### src/rtl/imm_extender_pipe.sv
// imm_extender_pipe
//   Decode-stage immediate generator registered at the ID/EX boundary.
//   Picks one of the standard immediate fields out of the instruction word and
//   zero/sign-extends it to DATA_W. A prefix instruction (opcode PREFIX_OP in
//   the top five bits) latches PREFIX_W high-order bits. Those bits are glued
//   onto the next non-prefix instruction's raw field to form a wide immediate.
//
// Ports
//   clk        in   rising-edge clock
//   rst        in   synchronous reset, active high (highest priority)
//   in_valid   in   inst/mode are valid this cycle
//   stall      in   hold every register
//   flush      in   drop pending prefix and output (beats stall)
//   inst       in   [INST_W-1:0] instruction word
//   mode       in   [2:0] field select: 0=Z[7:0] 1=S[10:0] 2=S[7:0] 3=S[4:0] 4=S[3:0]
//   out_valid  out  imm is valid
//   imm        out  [DATA_W-1:0] extended immediate
//   prefixed   out  imm was built from a latched prefix
//   prefix_err out  one-cycle pulse: a prefix replaced an unconsumed prefix
module imm_extender_pipe #(
    parameter int         INST_W    = 16,
    parameter int         DATA_W    = 16,
    parameter int         PREFIX_W  = 11,
    parameter logic [4:0] PREFIX_OP = 5'b11110
) (
    input  logic              clk,
    input  logic              rst,
    input  logic              in_valid,
    input  logic              stall,
    input  logic              flush,
    input  logic [INST_W-1:0] inst,
    input  logic [2:0]        mode,
    output logic              out_valid,
    output logic [DATA_W-1:0] imm,
    output logic              prefixed,
    output logic              prefix_err
);

    // Wide enough for the largest prefix+field concatenation and for DATA_W.
    localparam int EXT_W = (DATA_W > PREFIX_W + 11) ? DATA_W : PREFIX_W + 11;

    localparam logic [0:0] S_IDLE = 1'b0;
    localparam logic [0:0] S_HELD = 1'b1;

    logic [0:0]          state;
    logic [PREFIX_W-1:0] pfx_reg;
    logic                is_pfx;
    logic                mode_ok;
    logic [EXT_W-1:0]    pfx_ext;
    logic [DATA_W-1:0]   imm_idle;
    logic [DATA_W-1:0]   imm_held;

    assign is_pfx  = (inst[INST_W-1 -: 5] == PREFIX_OP);
    assign mode_ok = (mode <= 3'd4);

    // The prefix is sign-extended up front. Shifting it left by k and OR-ing
    // in the raw field gives {pfx, field} sign-extended from the prefix MSB.
    // When PREFIX_W+k >= DATA_W the extension bits fall above DATA_W and the
    // truncation below discards them, so one expression covers both cases.
    assign pfx_ext = {{(EXT_W-PREFIX_W){pfx_reg[PREFIX_W-1]}}, pfx_reg};

    always_comb begin
        imm_idle = '0;
        imm_held = '0;
        case (mode)
            3'd0: begin
                imm_idle = DATA_W'(EXT_W'(inst[7:0]));
                imm_held = DATA_W'((pfx_ext << 8) | EXT_W'(inst[7:0]));
            end
            3'd1: begin
                imm_idle = DATA_W'({{(EXT_W-11){inst[10]}}, inst[10:0]});
                imm_held = DATA_W'((pfx_ext << 11) | EXT_W'(inst[10:0]));
            end
            3'd2: begin
                imm_idle = DATA_W'({{(EXT_W-8){inst[7]}}, inst[7:0]});
                imm_held = DATA_W'((pfx_ext << 8) | EXT_W'(inst[7:0]));
            end
            3'd3: begin
                imm_idle = DATA_W'({{(EXT_W-5){inst[4]}}, inst[4:0]});
                imm_held = DATA_W'((pfx_ext << 5) | EXT_W'(inst[4:0]));
            end
            3'd4: begin
                imm_idle = DATA_W'({{(EXT_W-4){inst[3]}}, inst[3:0]});
                imm_held = DATA_W'((pfx_ext << 4) | EXT_W'(inst[3:0]));
            end
            default: begin
                imm_idle = '0;
                imm_held = '0;
            end
        endcase
    end

    always_ff @(posedge clk) begin
        if (rst) begin
            out_valid  <= 1'b0;
            imm        <= '0;
            prefixed   <= 1'b0;
            prefix_err <= 1'b0;
            pfx_reg    <= '0;
            state      <= S_IDLE;
        end else if (flush) begin
            // imm is left alone; only the qualifiers drop.
            out_valid  <= 1'b0;
            prefixed   <= 1'b0;
            prefix_err <= 1'b0;
            state      <= S_IDLE;
        end else if (stall) begin
            // hold everything
        end else if (in_valid) begin
            if (is_pfx) begin
                pfx_reg    <= inst[PREFIX_W-1:0];
                prefix_err <= (state == S_HELD);
                state      <= S_HELD;
                out_valid  <= 1'b0;
                prefixed   <= 1'b0;
            end else begin
                out_valid  <= 1'b1;
                prefix_err <= 1'b0;
                state      <= S_IDLE;
                if (!mode_ok) begin
                    imm      <= '0;
                    prefixed <= 1'b0;
                end else if (state == S_HELD) begin
                    imm      <= imm_held;
                    prefixed <= 1'b1;
                end else begin
                    imm      <= imm_idle;
                    prefixed <= 1'b0;
                end
            end
        end else begin
            // Bubble: the prefix (state/pfx_reg) survives.
            out_valid  <= 1'b0;
            prefixed   <= 1'b0;
            prefix_err <= 1'b0;
        end
    end

endmodule

### config.mk
export PLATFORM = sky130hd
export DESIGN_NAME = imm_extender_pipe
export DESIGN_NICKNAME = d
export VERILOG_FILES = /design/src/rtl/imm_extender_pipe.sv
export SDC_FILE = /design/constraint.sdc
export NUM_CORES = 1
export LEC_CHECK = 0
export ABC_AREA = 1
export CAP_MARGIN = 20
export CORE_ASPECT_RATIO = 0.75
export CORE_MARGIN = 1.5
export CORE_UTILIZATION = 35
export CTS_CLUSTER_DIAMETER = 150
export DETAILED_ROUTE_END_ITERATION = 8
export PLACE_DENSITY = 0.66
export SYNTH_ARGS = -nofsm -noshare
export SYNTH_HDL_FRONTEND = slang
export SYNTH_SLANG_ARGS = --single-unit
### constraint.sdc
create_clock -name clk -period 2.5 [get_ports clk]
set_input_delay 0.75 -clock clk [delete_from_list [all_inputs] [get_ports clk]]
set_output_delay 0.75 -clock clk [all_outputs]
set_load 0.01 [all_outputs]
=== Word-level counts from Yosys, hierarchy flattened ===
Index checks and enable logic that the tools add are counted.

* Flip-flop bits (word level): 31
* Bits of input ports: 24
* Output and inout port bits: 19
* Word-level logic and storage cells: 38

* Magnitude comparators: 1
* Eq/ne operators: 5
* Muxes and demuxes: 13
* Bitwise operators: 7
* Reduce and logical (&&, ||, !) cells: 6

{| class="wikitable"
|+ Operator list
! kind !! number
|-
| $pmux 16 s5 || 1
|-
| $pmux 16 s4 || 1
|-
| $mux 16 || 2
|-
| $or 16x11->16 || 1
|-
| $or 16x4->16 || 1
|-
| $or 16x5->16 || 1
|-
| $or 16x8->16 || 1
|-
| $mux 1 || 9
|-
| $reduce_and 4->1 || 2
|-
| $eq 3x2->1 const B || 2
|-
| $eq 5x5->1 const B || 1
|-
| $reduce_or 2->1 || 2
|-
| $eq 3x1->1 const B || 1
|-
| $eq 3x3->1 const B || 1
|-
| $le 3x3->1 const B || 1
|-
| $logic_not 3->1 || 1
|-
| $not 1->1 || 3
|-
| $reduce_and 2->1 || 1
|}

=== Logic depth before layout (Yosys ltp) ===
* Depth in word-level cells: 5
* Gate-level depth with buffers: 10
* Gate-level depth less buffers: 9

=== Worst setup path before layout ===
No wires, ideal clock.

* Path kind: input-to-reg
* From: input port mode[0]
* To: register imm[10]
* Setup time: 70 ps
* Arrival: 1545 ps
* Required time: 2430 ps
* Setup slack: 886 ps
* Cell stages on the path: 8
* Buffers on the path: 1
* Path through: buf_6 -> nor2_4 -> inv_2 -> nor2_1 -> nor2_2 -> nand3_4 -> nand3_1 -> a21oi_1

* Cells in the longest elaborated chain, start to end: 5
* Elaborated cells between the ends (all ways): 11
* Classes of those cells: order compare (1); eq/ne (4); mux (4); reduce/logical (2)

{| class="wikitable"
|+ Ends and longest elaborated chain
! what !! RTL line !! text
|-
| start, declared || 32 || <nowiki>input logic [2:0] mode,</nowiki>
|-
| $eq 3x2->1 or $logic_not 3->1 (tied branches) || 65 || <nowiki>case (mode)</nowiki>
|-
| $reduce_or 2->1 (no source line) || -- ||
|-
| $pmux 16 s4 || 65 ||
|-
| $mux 16 || 123 || <nowiki>end else if (state == S_HELD) begin</nowiki>
|-
| $mux 16 * || 120 || <nowiki>if (!mode_ok) begin</nowiki>
|-
| end signal, assigned || 124 || <nowiki>imm <= imm_held;</nowiki>
|-
| end signal, assigned || 127 || <nowiki>imm <= imm_idle;</nowiki>
|-
| end, declared || 34 || <nowiki>output logic [DATA_W-1:0] imm,</nowiki>
|}

Mark *: on every way between the ends. The rest lies on a longest branch, timed or not.
A chain may end at the register's enable or synchronous reset.

=== Worst setup path in the final report ===
* From: input port mode[1]
* To: register imm[10]

The elaborated chain is that of the path after synthesis.

==> run summary <==
The initial core utilization came out at 0.370. Tracing the worst setup path back leads to its startpoint at mode[1]. Weighted congestion reported at the end of routability-driven placement: 0.886.

The run finished with clean final reports. The first global-routing pass estimated 7730 microns of wire. The run gives 43 as the top-level port count. Dominant combinational cell family by area after synthesis: simple AND/OR/NAND/NOR gates. After clock tree synthesis, the flow added hold-fix buffers numbering 0. Timing would allow up to 498 MHz. The post-route cell area came out at 0.00225 sq mm. The total of endpoints with negative setup slack in the final report came out at 0. After detailed routing, the total wire length is 4760 microns.

In this run, post-CTS repair resized a total of 0 instances. The floorplan die width came out at 83.1 microns. The worst register-to-register path begins at state$_SDFFE_PP0P_.

The XOR/XNOR share of the synthesized area came out at 0. The number of register bits inferred by synthesis is 31. In this run the clock root is driven by a sky130_fd_sc_hd__clkbuf_8. After routing, the total negative slack on setup checks comes to 0 ns.

After detailed routing, the number of remaining DRC violations is 0. The clock reaches the later pin of the worst-skew pair after 0.28 ns. The simple-gate area share of the yosys netlist works out to 0.324.

The period utilization is 0.803. In this run the tool buffered the top-level ports with 42 buffer cells. The fraction of the mapped netlist area in adder cells was 0; the cell count of the worst reg-to-reg path was 6. The max-capacitance violation count is 0, and the post-DP HPWL is 3570 microns. Clock skew on the completed layout was measured at 0.00477 ns. The mapped netlist covers 0.00168 sq mm. The count of flip-flops with a built-in enable after synthesis was 0. The logs give 0 for the number of antenna violations at the first check in global routing and 4 for the number of detailed-routing iterations run before antenna repair. The library cell used most frequently in the layout, excluding fill and tap cells, is sky130_fd_sc_hd__nand2_1.

Entering global routing, the biggest net connects 20 pins. The aggregate global-route resource usage was 0.184; the average cell area after synthesis was 6.87 sq um. The sum of overflow across all layers after global routing is 0. The clock-pin slew on the worst setup and hold paths came out at 0.06 ns. The worst path needs 2.01 ns of the cycle, external delays included.

The number of diodes added for antenna fixing is 0, and the power per cell area is 474 mW/mm^2. The maximum fanout along the worst path is 8, and the total count of max-transition violations in the final report is 0. Post-synthesis cell type count: 27.

The utilization of the core after routing was 0.495; the actual transition at the worst max-transition pin was 0.586 ns. STA puts the critical path data required time at 2.71 ns. Hold timing on the final database bottoms out at a slack of 0.458 ns.

For the total number of clock tree sinks, the log shows 31. In this run the remaining antenna-violating nets after routing total 0. The capturing instance or port of the critical path is imm[10]$_SDFFE_PP0P_. TritonCTS built the clock tree. The layout-stage area growth over the synthesis result was 33.7%; the via count of the first global-routing pass was 1,596. The logs give 0.00217 sq mm for the post-place instance area and 314 for the final net count. Post-CTS timing repair inserted 0 buffers for setup. The die is 63.1 microns tall. The library cells used most frequently in the layout, excluding fill and tap cells, are sky130_fd_sc_hd__nand2_1, sky130_fd_sc_hd__clkdlybuf4s50_1, sky130_fd_sc_hd__dfxtp_1, sky130_fd_sc_hd__a21oi_1, sky130_fd_sc_hd__inv_1.

The area of the core is 0.00455 sq mm. For the number of levels in the clock H-tree, the log shows 2. STA classifies the critical path endpoint as a flop. The routed layout has 1,773 vias. In this run the deepest clock path goes through 2 buffers.

STA classifies the critical path startpoint as an input port. The run gives 2.22 ns as the worst path arrival time. The die covers 0.00524 sq mm. VDD sags by at most 0.377 mV. Setup repair after global routing left no endpoint under its margin. The complex-gate fraction of the synthesized area is 0.201, and the register area share after synthesis is 0.368. In this run the worst hold path is classified as reg -> reg. The cell leakage power is 0.842 nW. In this run the critical register-to-register path is captured at imm[9]$_SDFFE_PP0P_. The worst-case headroom to the max-slew limit was 0.609.

Among all flip-flop cells after synthesis, the most frequent one is sky130_fd_sc_hd__dfxtp_1. Kind of critical path: in -> reg. The share of flip-flops with an asynchronous set or reset after synthesis is 0. The final number of hold-violating endpoints came out at 0. In this run, the number of DRC markers left after iteration 0 of detailed routing was 119. Synthesis produced a netlist whose cell count is 245.

Total power: 1.07 mW. Detailed-route wire length per cell: 13.7 microns. During synthesis, Yosys emitted a total of 0 warnings. The post-synth net total is 269, and the number of vias per cell after detailed routing is 5.09. For the flop-to-flop setup slack, the log shows 1.17 ns.

TritonCTS created 5 clock buffers. Ratio of cells with drive above 1 in the final layout: 0.103. The mux share of post-synthesis cell area works out to 0. The number of cell rows was 21; the number of flip-flops under the largest register name was 16.
-- layer usage --
metal	wire length, microns	up-vias	GRT usage	part of all wire
met2	1970	60	0.272	0.41
li1	-	917	-	-
met4	12	0	0.0375	0.0025
met1	2470	794	0.270	0.52
met3	307	2	0.0472	0.064
met5	0	-	0	0
-- how the worst min path moves through the flow --
| stage | startpoint | end | slack (ns) | cells past startpoint |
|---|---|---|---|---|
| after detailed placement | prefix_err$_SDFFE_PP0N_ | prefix_err$_SDFFE_PP0N_ | 0.45 | 2 |
| final | prefix_err$_SDFFE_PP0N_ | prefix_err$_SDFFE_PP0N_ | 0.46 | 2 |
| after global placement | prefix_err$_SDFFE_PP0N_ | prefix_err$_SDFFE_PP0N_ | 0.45 | 2 |
| after global routing | prefix_err$_SDFFE_PP0N_ | prefix_err$_SDFFE_PP0N_ | 0.48 | 2 |
| after floorplan | pfx_reg[10]$_SDFFE_PP0P_ | pfx_reg[10]$_SDFFE_PP0P_ | 0.44 | 2 |
| after CTS | prefix_err$_SDFFE_PP0N_ | prefix_err$_SDFFE_PP0N_ | 0.46 | 2 |
-- metrics by stage --
| step | setup slack, ns | cells |
|---|---|---|
| global route | 0.359 | 348 |
| detailed placement | 0.222 | 340 |
| CTS | 0.506 | 348 |
| finish | 0.494 | 348 |
| floorplan | 0.886 | 245 |
| global placement | 0.210 | 340 |
-- power breakdown --
group	internal (mW)	total [mW]	switching, mW
registers	0.505	0.512	0.00704
logic	0.0826	0.176	0.0935
clock network	0.195	0.378	0.183
total	0.783	1.07	0.283
-- synth_stat cells, types with 2 or more instances --
| library cell | number | area (sq um) |
|---|---|---|
| sky130_fd_sc_hd__nand2_2 | 2 | 12.5 |
| sky130_fd_sc_hd__o21a_1 | 2 | 15.0 |
| sky130_fd_sc_hd__nand3_1 | 17 | 85.1 |
| sky130_fd_sc_hd__nor2_2 | 4 | 25.0 |
| sky130_fd_sc_hd__o22ai_1 | 3 | 18.8 |
| sky130_fd_sc_hd__o21ai_1 | 10 | 50.1 |
| sky130_fd_sc_hd__inv_1 | 24 | 90.1 |
| sky130_fd_sc_hd__buf_4 | 2 | 15.0 |
| sky130_fd_sc_hd__a21boi_1 | 3 | 22.5 |
| sky130_fd_sc_hd__o21ai_0 | 13 | 65.1 |
| sky130_fd_sc_hd__nand2_1 | 45 | 169 |
| sky130_fd_sc_hd__dfxtp_1 | 31 | 621 |
| sky130_fd_sc_hd__a21oi_1 | 30 | 150 |
| sky130_fd_sc_hd__nor2_4 | 2 | 22.5 |
| sky130_fd_sc_hd__inv_2 | 5 | 18.8 |
| sky130_fd_sc_hd__nor2_1 | 19 | 71.3 |
| sky130_fd_sc_hd__buf_6 | 2 | 22.5 |
| sky130_fd_sc_hd__nand4_1 | 17 | 106 |
| sky130_fd_sc_hd__buf_2 | 6 | 30.0 |
-- cells by family after synthesis --
family | Yosys count
flops | 31
compound gates | 63
buf+inv | 40
simple gates | 111
-- worst max-delay path: stages --
cell                              delay [ns]
sky130_fd_sc_hd__clkdlybuf4s50_1        0.61
sky130_fd_sc_hd__buf_4                  0.22
sky130_fd_sc_hd__nand2_1                0.08
sky130_fd_sc_hd__nor2_1                 0.19
sky130_fd_sc_hd__nor2_2                 0.09
sky130_fd_sc_hd__nand3_4                0.08
sky130_fd_sc_hd__nand3_1                0.08
sky130_fd_sc_hd__a21oi_1                0.12
-- layout make-up --
class | count | area (sq um)
fillers | 478 | 2290
multi-input cells | 174 | 883
flip-flops and latches | 31 | 621
repair buffers | 49 | 485
inverters | 29 | 109
clock buffers | 7 | 76.3
well taps | 57 | 71.3
clock inverters | 1 | 5.00
Note: power is estimated with default switching activity, not from simulation.
